## config.mk

```make
export PLATFORM = sky130hd
export DESIGN_NAME = alu_flat
export DESIGN_NICKNAME = d
export VERILOG_FILES = /design/src/rtl/alu_if.sv /design/src/rtl/alu.sv /design/src/flat_wrapper.sv
export SDC_FILE = /design/constraint.sdc
export NUM_CORES = 1
export LEC_CHECK = 0
export CORE_MARGIN = 5
export CORE_UTILIZATION = 55
export CTS_CLUSTER_DIAMETER = 150
export DETAILED_ROUTE_END_ITERATION = 10
export PLACE_DENSITY = 0.88
export SLEW_MARGIN = 20
export SYNTH_ARGS = -nofsm -noshare
export SYNTH_HDL_FRONTEND = slang
export SYNTH_SLANG_ARGS = --single-unit
export TNS_END_PERCENT = 20
```

## constraint.sdc

```tcl
create_clock -name i_clk -period 4.26 [get_ports i_clk]
set_input_delay 1.278 -clock i_clk [delete_from_list [all_inputs] [get_ports i_clk]]
set_output_delay 1.278 -clock i_clk [all_outputs]
set_load 0.02 [all_outputs]
```

## src/rtl/alu_if.sv

```systemverilog
// ALU operand/result bundle. The master drives the operands and opcode.
// The slave, which is the ALU, returns the registered result and its valid flag.
interface alu_if #(
  parameter int WIDTH = 4
) ();
  logic                 i_valid;
  logic [WIDTH-1:0]     i_inA;
  logic [WIDTH-1:0]     i_inB;
  logic [2:0]           i_s;
  logic [2*WIDTH-1:0]   o_ALU;
  logic                 o_valid;

  modport master (
    output i_valid, i_inA, i_inB, i_s,
    input  o_ALU, o_valid
  );

  modport slave (
    input  i_valid, i_inA, i_inB, i_s,
    output o_ALU, o_valid
  );
endinterface

```

## src/rtl/alu.sv

```systemverilog
// Registered ALU. It takes two unsigned WIDTH-bit operands and produces a 2*WIDTH-bit result.
// The result appears one clock after i_valid.
// Optional macro ALU_BITWISE_EN enables the AND (110) and XOR (111) opcodes.
// Without that macro, opcodes 110 and 111 are accepted and return 0.
module alu #(
  parameter int WIDTH = 4
) (
  input  logic i_clk,
  input  logic i_rst_n,
  alu_if.slave bus
);

  localparam int RW = 2 * WIDTH;

  typedef enum logic [2:0] {
    OP_MUL = 3'b000,
    OP_ADD = 3'b001,
    OP_SUB = 3'b010,
    OP_SHL = 3'b011,
    OP_SHR = 3'b100,
    OP_CMP = 3'b101,
    OP_AND = 3'b110,
    OP_XOR = 3'b111
  } op_e;

  logic [RW-1:0] a_ext;
  logic [RW-1:0] b_ext;
  logic [RW-1:0] alu_d, alu_q;
  logic          valid_q;

  assign a_ext = {{WIDTH{1'b0}}, bus.i_inA};
  assign b_ext = {{WIDTH{1'b0}}, bus.i_inB};

  // Result selection. Shifting by B past the result width yields 0 naturally.
  always_comb begin
    alu_d = '0;
    case (op_e'(bus.i_s))
      OP_MUL: alu_d = a_ext * b_ext;
      OP_ADD: alu_d = a_ext + b_ext;
      OP_SUB: alu_d = a_ext - b_ext;
      OP_SHL: alu_d = a_ext << bus.i_inB;
      OP_SHR: alu_d = a_ext >> bus.i_inB;
      OP_CMP: alu_d = {{(RW-3){1'b0}},
                       (bus.i_inA > bus.i_inB),
                       (bus.i_inA == bus.i_inB),
                       (bus.i_inA < bus.i_inB)};
`ifdef ALU_BITWISE_EN
      OP_AND: alu_d = a_ext & b_ext;
      OP_XOR: alu_d = a_ext ^ b_ext;
`else
      OP_AND: alu_d = '0;
      OP_XOR: alu_d = '0;
`endif
      default: alu_d = '0;
    endcase
  end

  // Output register. The result updates only on an accepted op; valid pulses once per op.
  always_ff @(posedge i_clk) begin
    if (!i_rst_n) begin
      alu_q   <= '0;
      valid_q <= 1'b0;
    end else begin
      valid_q <= bus.i_valid;
      if (bus.i_valid) alu_q <= alu_d;
    end
  end

  assign bus.o_ALU   = alu_q;
  assign bus.o_valid = valid_q;

endmodule

```

## src/flat_wrapper.sv

```systemverilog
// flat-port wrapper written by rule: the top's interface ports become plain ports
module alu_flat 
#(
  parameter int WIDTH = 4
)
  (i_clk, i_rst_n, bus_i_valid, bus_i_inA, bus_i_inB, bus_i_s, bus_o_ALU, bus_o_valid);
  alu_if #(.WIDTH(WIDTH)) bus_i ();
  input  logic i_clk;
  input  logic i_rst_n;
  input wire logic [$bits(bus_i.i_valid)-1:0] bus_i_valid;
  input wire logic [$bits(bus_i.i_inA)-1:0] bus_i_inA;
  input wire logic [$bits(bus_i.i_inB)-1:0] bus_i_inB;
  input wire logic [$bits(bus_i.i_s)-1:0] bus_i_s;
  output wire logic [$bits(bus_i.o_ALU)-1:0] bus_o_ALU;
  output wire logic [$bits(bus_i.o_valid)-1:0] bus_o_valid;
  assign bus_i.i_valid = bus_i_valid;
  assign bus_i.i_inA = bus_i_inA;
  assign bus_i.i_inB = bus_i_inB;
  assign bus_i.i_s = bus_i_s;
  assign bus_o_ALU = bus_i.o_ALU;
  assign bus_o_valid = bus_i.o_valid;
  alu #(.WIDTH(WIDTH)) u_core (.i_clk(i_clk), .i_rst_n(i_rst_n), .bus(bus_i));
endmodule
```

==> flow_summary.ini, run 1 <==
[logic_synthesis]
synth.net_count = 244
synth_area_um2 = 1614
syn_inst = 203
yosys_most_used_dff = dfxtp_1
synthDistinctLibCells = 56
ys_ff_latch = 9
async_flop_share_pct = 0
synth-edff-count = 0
avgSynthCellArea_um2 = 7.951
ys_seq_area_share_pct = 11.16
yosysWarnings = 0

[detailed_routing]
dr.pass1.iters = 5
totalWireLength_um = 4233
vias_per_cell = 6.273
vias = 1656
drt-initial-drc-count = 172
routedWlPerCell_um = 16.03
drc = 0
ant_nets = 0

[critical_path]
crit_slowest_cell = fa_1
cp_slowest_stage_delay_ns = 0.57
path_common_cell = fa_1
r2r_setup_slack_ns = 3.15
r2r_start = u_core.bus.o_ALU[7]
path_class = primary input to register
critPathLaunchType = primary input
critPathMaxFanout = 3
required_ns = 4.41
worst_setup_path_end_kind = register
cp_num_buf_inv = 3
cp-startpoint = bus_i_inB[2]
cp_top_family = adder cells
rr_worst_depth = 3
critical_path_arrival_ns = 4.21
reg2reg_to = u_core.bus.o_ALU[7]
cp_cell_sequence = clkdlybuf4s50_1 > nand2_1 > fa_1 > inv_1 > fa_1 > inv_1 > fa_1 > nor2_1 > a22o_2 > a311o_1

[global_routing]
met1_usage_pct = 28.84
grt_antenna_before_repair = 0
top_usage_layer = met2
grt_use_met2_pct = 35.93
grt_pass1_vias = 1560
grt_start_max_net_pins = 19
grt_pass1_wl_um = 7265
track_usage_pct = 21.42
grt_use_met3_pct = 4.203
grt-ovfl-total = 0

[sta]
maxSlewViolCount = 0
worst_pin_slew_ns = 0.6296
fin_crit_ns = 4.064
fin_setup_tns_ns = 0
fin_ws_ns = 0.1961
holdWs_ns = 0.4530
final_hold_viol_count = 0
skew_ns = 0
post-route-period-util_pct = 95.40
maxSlewHeadroom_pct = 57.89
finalSetupViolCount = 0
rsz0062_at_grt = no
max_freq_ghz = 0.2461

[run]
drv_cap = 0

[floorplanning]
die_h_um = 64.17
initial_utilization_pct = 58.03
coreArea_um2 = 2781
die_x_um = 64.17
rows = 19
ios = 23
dieArea_um2 = 4118

[place]
hpwlAfterDp_um = 3352
dpl_worst_slack_ns = -0.08327
place_congestion = 0.8785
io_buffer_count = 22

[power_and_ir_drop]
powerDensity_nw_per_um2 = 181.1
peakVddDrop_mv = 0.2233
power.leakage_uw = 0.0008529

[clock_network]
hold_buffers = 0
cts_buffer_depth = 2
cts_setup_buffers = 0
cts_tree = built
cts-resized-gates = 0
cts_max_level = 1
numClockSinks = 9
clockRootBuffer = clkbuf_4
cts.clk_slew.worst_paths_ns = 0.06
cts_buffers = 3
clk_latency_ns = 0.26

[run_status]
status = finished clean

[finish]
fin_nets = 275
antenna_cells = 0
multi_input_area_um2 = 1261
area_growth_pct = 18.37
seqCellArea_um2 = 180.2
utilization_pct = 68.69
drive_gt1_share_pct = 11.16
fillers = 228

[hold_path]
min_path_cells = 2
hp-class = register to register
hold_path_startpoint = u_core.bus.o_ALU[1]
holdPathEnd = u_core.bus.o_ALU[1]
[report_power, final]
part	leakage [uW]	internal [uW]	total (uW)	switching [uW]
Combinational	0.000764	87.2	190	103
Sequential	0.0000739	89.5	92.1	2.61
Clock	0.0000150	36.0	63.9	27.9
Total	0.000853	213	346	133
[worst reg2reg max path: stages, from the launching register on]
cell and delay (ns):
dfxtp_1 0.33, o21ai_0 0.13, or4_1 0.50, nand3_1 0.09
[area by class of cell]
type                       instances  share of cell area, %
multi-input combinational        163                  66.01
timing repair buffer              36                  17.03
tap                               31                  2.030
sequential                         9                  9.430
inverter                          21                  4.126
clock buffer                       4                  1.375
[registers in the layout (all words and copies together), names as in the netlist]
register and count:
u_core.bus.o_ALU 8, u_core.bus.o_valid 1
[routing by layer]
layer	routed length, um	share of wire [%]
met1	1780	42
met2	2051	48
met3	346	8.2
met4	55	1.3
met5	0	0
[synth_stat cells (3+ instances only)]
cell,instances,area [um2]
a211oi_1,3,22.52
a21o_1,3,22.52
a21oi_1,10,50.05
a31oi_1,4,25.02
and2_1,6,37.54
and2b_2,3,26.28
and3b_1,3,26.28
buf_4,3,22.52
clkbuf_8,3,41.29
dfxtp_1,9,180.2
fa_1,6,120.1
ha_1,21,262.8
inv_1,20,75.07
nand2_1,18,67.56
nor2_1,14,52.55
nor2b_1,4,25.02
nor3_1,3,15.01
o211ai_1,4,30.03
o21a_1,3,22.52
o21ai_0,12,60.06
or3_1,3,18.77
[logic make-up (layout without fill, tap and decap cells)]
family	after synthesis	count (layout)	share of synthesized area, %
muxes	3	3	2.636
DFF	9	9	11.16
buffers and inverters	31	61	10.70
xor gates and xnor gates	2	2	1.085
AOI/OAI and AO/OA	63	63	27.52
adders and majority gates	27	27	23.72
and+or+nand+nor	68	68	23.18
[worst max path at each step]
| stage | to | slack [ns] | depth (start not counted) |
|---|---|---|---|
| 6_report | u_core.bus.o_ALU[3] | 0.20 | 10 |
| 5_1_grt | u_core.bus.o_ALU[7] | 0.11 | 11 |
| 4_1_cts | u_core.bus.o_ALU[3] | 0.19 | 10 |
| 3_5_place_dp | u_core.bus.o_ALU[3] | -0.08 | 10 |
| 3_3_place_gp | u_core.bus.o_ALU[3] | -0.05 | 10 |
| 2_1_floorplan | u_core.bus.o_ALU[3] | 0.43 | 10 |
[through the flow]
| step | area, um2 | total power [uW] | instances |
|---|---|---|---|
| floorplan | 1614 | 215.8 | 203 |
| global placement | 1884 | 277.7 | 260 |
| detailed placement | 1884 | 280.9 | 260 |
| CTS | 1911 | 346.2 | 264 |
| global route | 1911 | 375.4 | 264 |
| finish | 1911 | 346.0 | 264 |
[placed cells by master (no fill, tap or decap), types with 9 or more instances in the layout]
cell type        netlist  routed
a21oi_1               10      10
buf_4                  3      14
clkdlybuf4s50_1        0      22
dfxtp_1                9       9
ha_1                  21      21
inv_1                 20      20
nand2_1               18      18
nor2_1                14      14
o21ai_0               12      12
Note: power is estimated with default switching activity, not from simulation.
==> run 2, diff against run 1 <==
==> constraint.sdc (replaced) <==
create_clock -name i_clk -period 5.2 [get_ports i_clk]
set_input_delay 1.56 -clock i_clk [delete_from_list [all_inputs] [get_ports i_clk]]
set_output_delay 1.56 -clock i_clk [all_outputs]
set_load 0.02 [all_outputs]
==> flow_summary.ini, run 2 (synthesized netlist as in run 1, its figures left out) <==
[place]
place_congestion = 0.9401
hpwlAfterDp_um = 3603
io_buffer_count = 22
place_inst = 252

[finish]
antenna_cells = 0
final_common_cell = clkdlybuf4s50_1
fillers = 255
final_cell_mix = clkdlybuf4s50_1 (22), ha_1 (21), inv_1 (20), nand2_1 (18), nor2_1 (14)
utilization_pct = 66.53
largest_reg_flops = 8
drive_gt1_share_pct = 8.000
fin_nets = 267
final-instance-count-excl-fill = 256
area_growth_pct = 14.65

[floorplanning]
die_h_um = 64.17
rows = 19
coreArea_um2 = 2781
die_x_um = 64.17
dieArea_um2 = 4118
ios = 23
initial_utilization_pct = 58.03

[sta]
fin_crit_ns = 4.562
final_hold_viol_count = 0
maxSlewViolCount = 0
fin_setup_tns_ns = 0
max_freq_ghz = 0.2192
worst_pin_slew_ns = 0.6304
maxSlewHeadroom_pct = 57.84
skew_ns = 0
post-route-period-util_pct = 87.73
rsz0062_at_grt = no
finalSetupViolCount = 0

[power_and_ir_drop]
switchingPower_uw = 114.5
seqPwrFrac_pct = 26.7
peakVddDrop_mv = 0.1915
power_frac_clock_pct = 20.2
powerDensity_nw_per_um2 = 153.1
p_int_uw = 168.8
combPwrFrac_pct = 53.2
power.leakage_uw = 0.0008147
p_sw_share_pct = 40.42

[critical_path]
r2r_setup_slack_ns = 4.11
cp_slowest_stage_delay_ns = 0.65
required_ns = 5.35
cp_num_buf_inv = 3
critPathLaunchType = primary input
path_common_cell = fa_1
path_class = primary input to register
worst_setup_path_end_kind = register
cp_cell_sequence = clkdlybuf4s50_1 > nand2_1 > fa_1 > inv_1 > fa_1 > inv_1 > fa_1 > nor2_1 > a22o_2 > a311o_1
critPathMaxFanout = 9
cp_top_family = adder cells
crit_slowest_cell = clkdlybuf4s50_1
critical_path_arrival_ns = 4.71

[hold_path]
hp-class = register to register

[run]
drv_cap = 0

[global_routing]
grt_use_met3_pct = 3.853
grt_start_max_net_pins = 19
grt_pass1_wl_um = 7603
grt_pass1_vias = 1615
grt_use_met2_pct = 38.32
grt_antenna_before_repair = 0
track_usage_pct = 22.71
met1_usage_pct = 28.00
grt-ovfl-total = 0
top_usage_layer = met2

[clock_network]
clk_latency_ns = 0.26
cts_buffers = 3
numClockSinks = 9
cts_tree = built
cts_buffer_depth = 2
cts_max_level = 1
cts_setup_buffers = 0
clockRootBuffer = clkbuf_4
cts-resized-gates = 0
cts.clk_slew.worst_paths_ns = 0.06
hold_buffers = 0

[detailed_routing]
vias = 1625
drc = 2
ant_nets = 0
routedWlPerCell_um = 17.84
vias_per_cell = 6.348
dr.pass1.iters = 8
totalWireLength_um = 4568
drt-initial-drc-count = 132

[run_status]
status = finished with violations
violations = design-rule violations
run 2: worst reg2reg max path, cell delays in order (launching register included):
cell	delay [ns]
dfxtp_1	0.33
o21ai_0	0.12
or4_1	0.50
nand3_1	0.09
run 2: metal layers:
metal	routed length [um]	vias up	part of all wire (%)
li1	-	791	-
met1	1854	765	41
met2	2260	55	49
met3	281	14	6.2
met4	170	0	3.7
met5	0	-	0
run 2: path summary, 6_finish.rpt:
kind                                     startpoint             endpoint  depth (start not counted)
worst min-delay path            u_core.bus.o_ALU[1]  u_core.bus.o_ALU[1]                          2
worst max-delay path                   bus_i_inB[3]  u_core.bus.o_ALU[3]                         10
worst max register to register  u_core.bus.o_ALU[7]  u_core.bus.o_ALU[7]                          3
worst min register to register  u_core.bus.o_ALU[1]  u_core.bus.o_ALU[1]                          2
run 2: final cells by class:
class	instances	area, um2	area share [%]
sequential	9	180.2	9.736
multi-input combinational	163	1261	68.15
clock buffer	4	26.28	1.420
tap	31	38.79	2.096
timing repair buffer	28	265.3	14.33
inverter	21	78.83	4.260
run 2: per-stage QoR:
step,total power (uW),worst slack [ns],instance area (um2),hold slack (ns)
6_report,283.3,0.6380,1851,0.4645
5_1_grt,304.1,0.4895,1851,0.5058
4_1_cts,281.6,0.6428,1851,0.4649
3_5_place_dp,224.5,0.3580,1824,0.4504
3_3_place_gp,219.5,0.4290,1824,0.4483
2_1_floorplan,176.8,1.092,1614,0.5308
run 2: power by group through the flow:
stage               clock network [uW]  registers [uW]  logic [uW]
finish                            57.1            75.6         151
global route                      61.2            75.9         167
CTS                               57.7            75.5         148
detailed placement                   0            77.1         147
global placement                     0            76.9         143
floorplan                            0            82.1        94.7
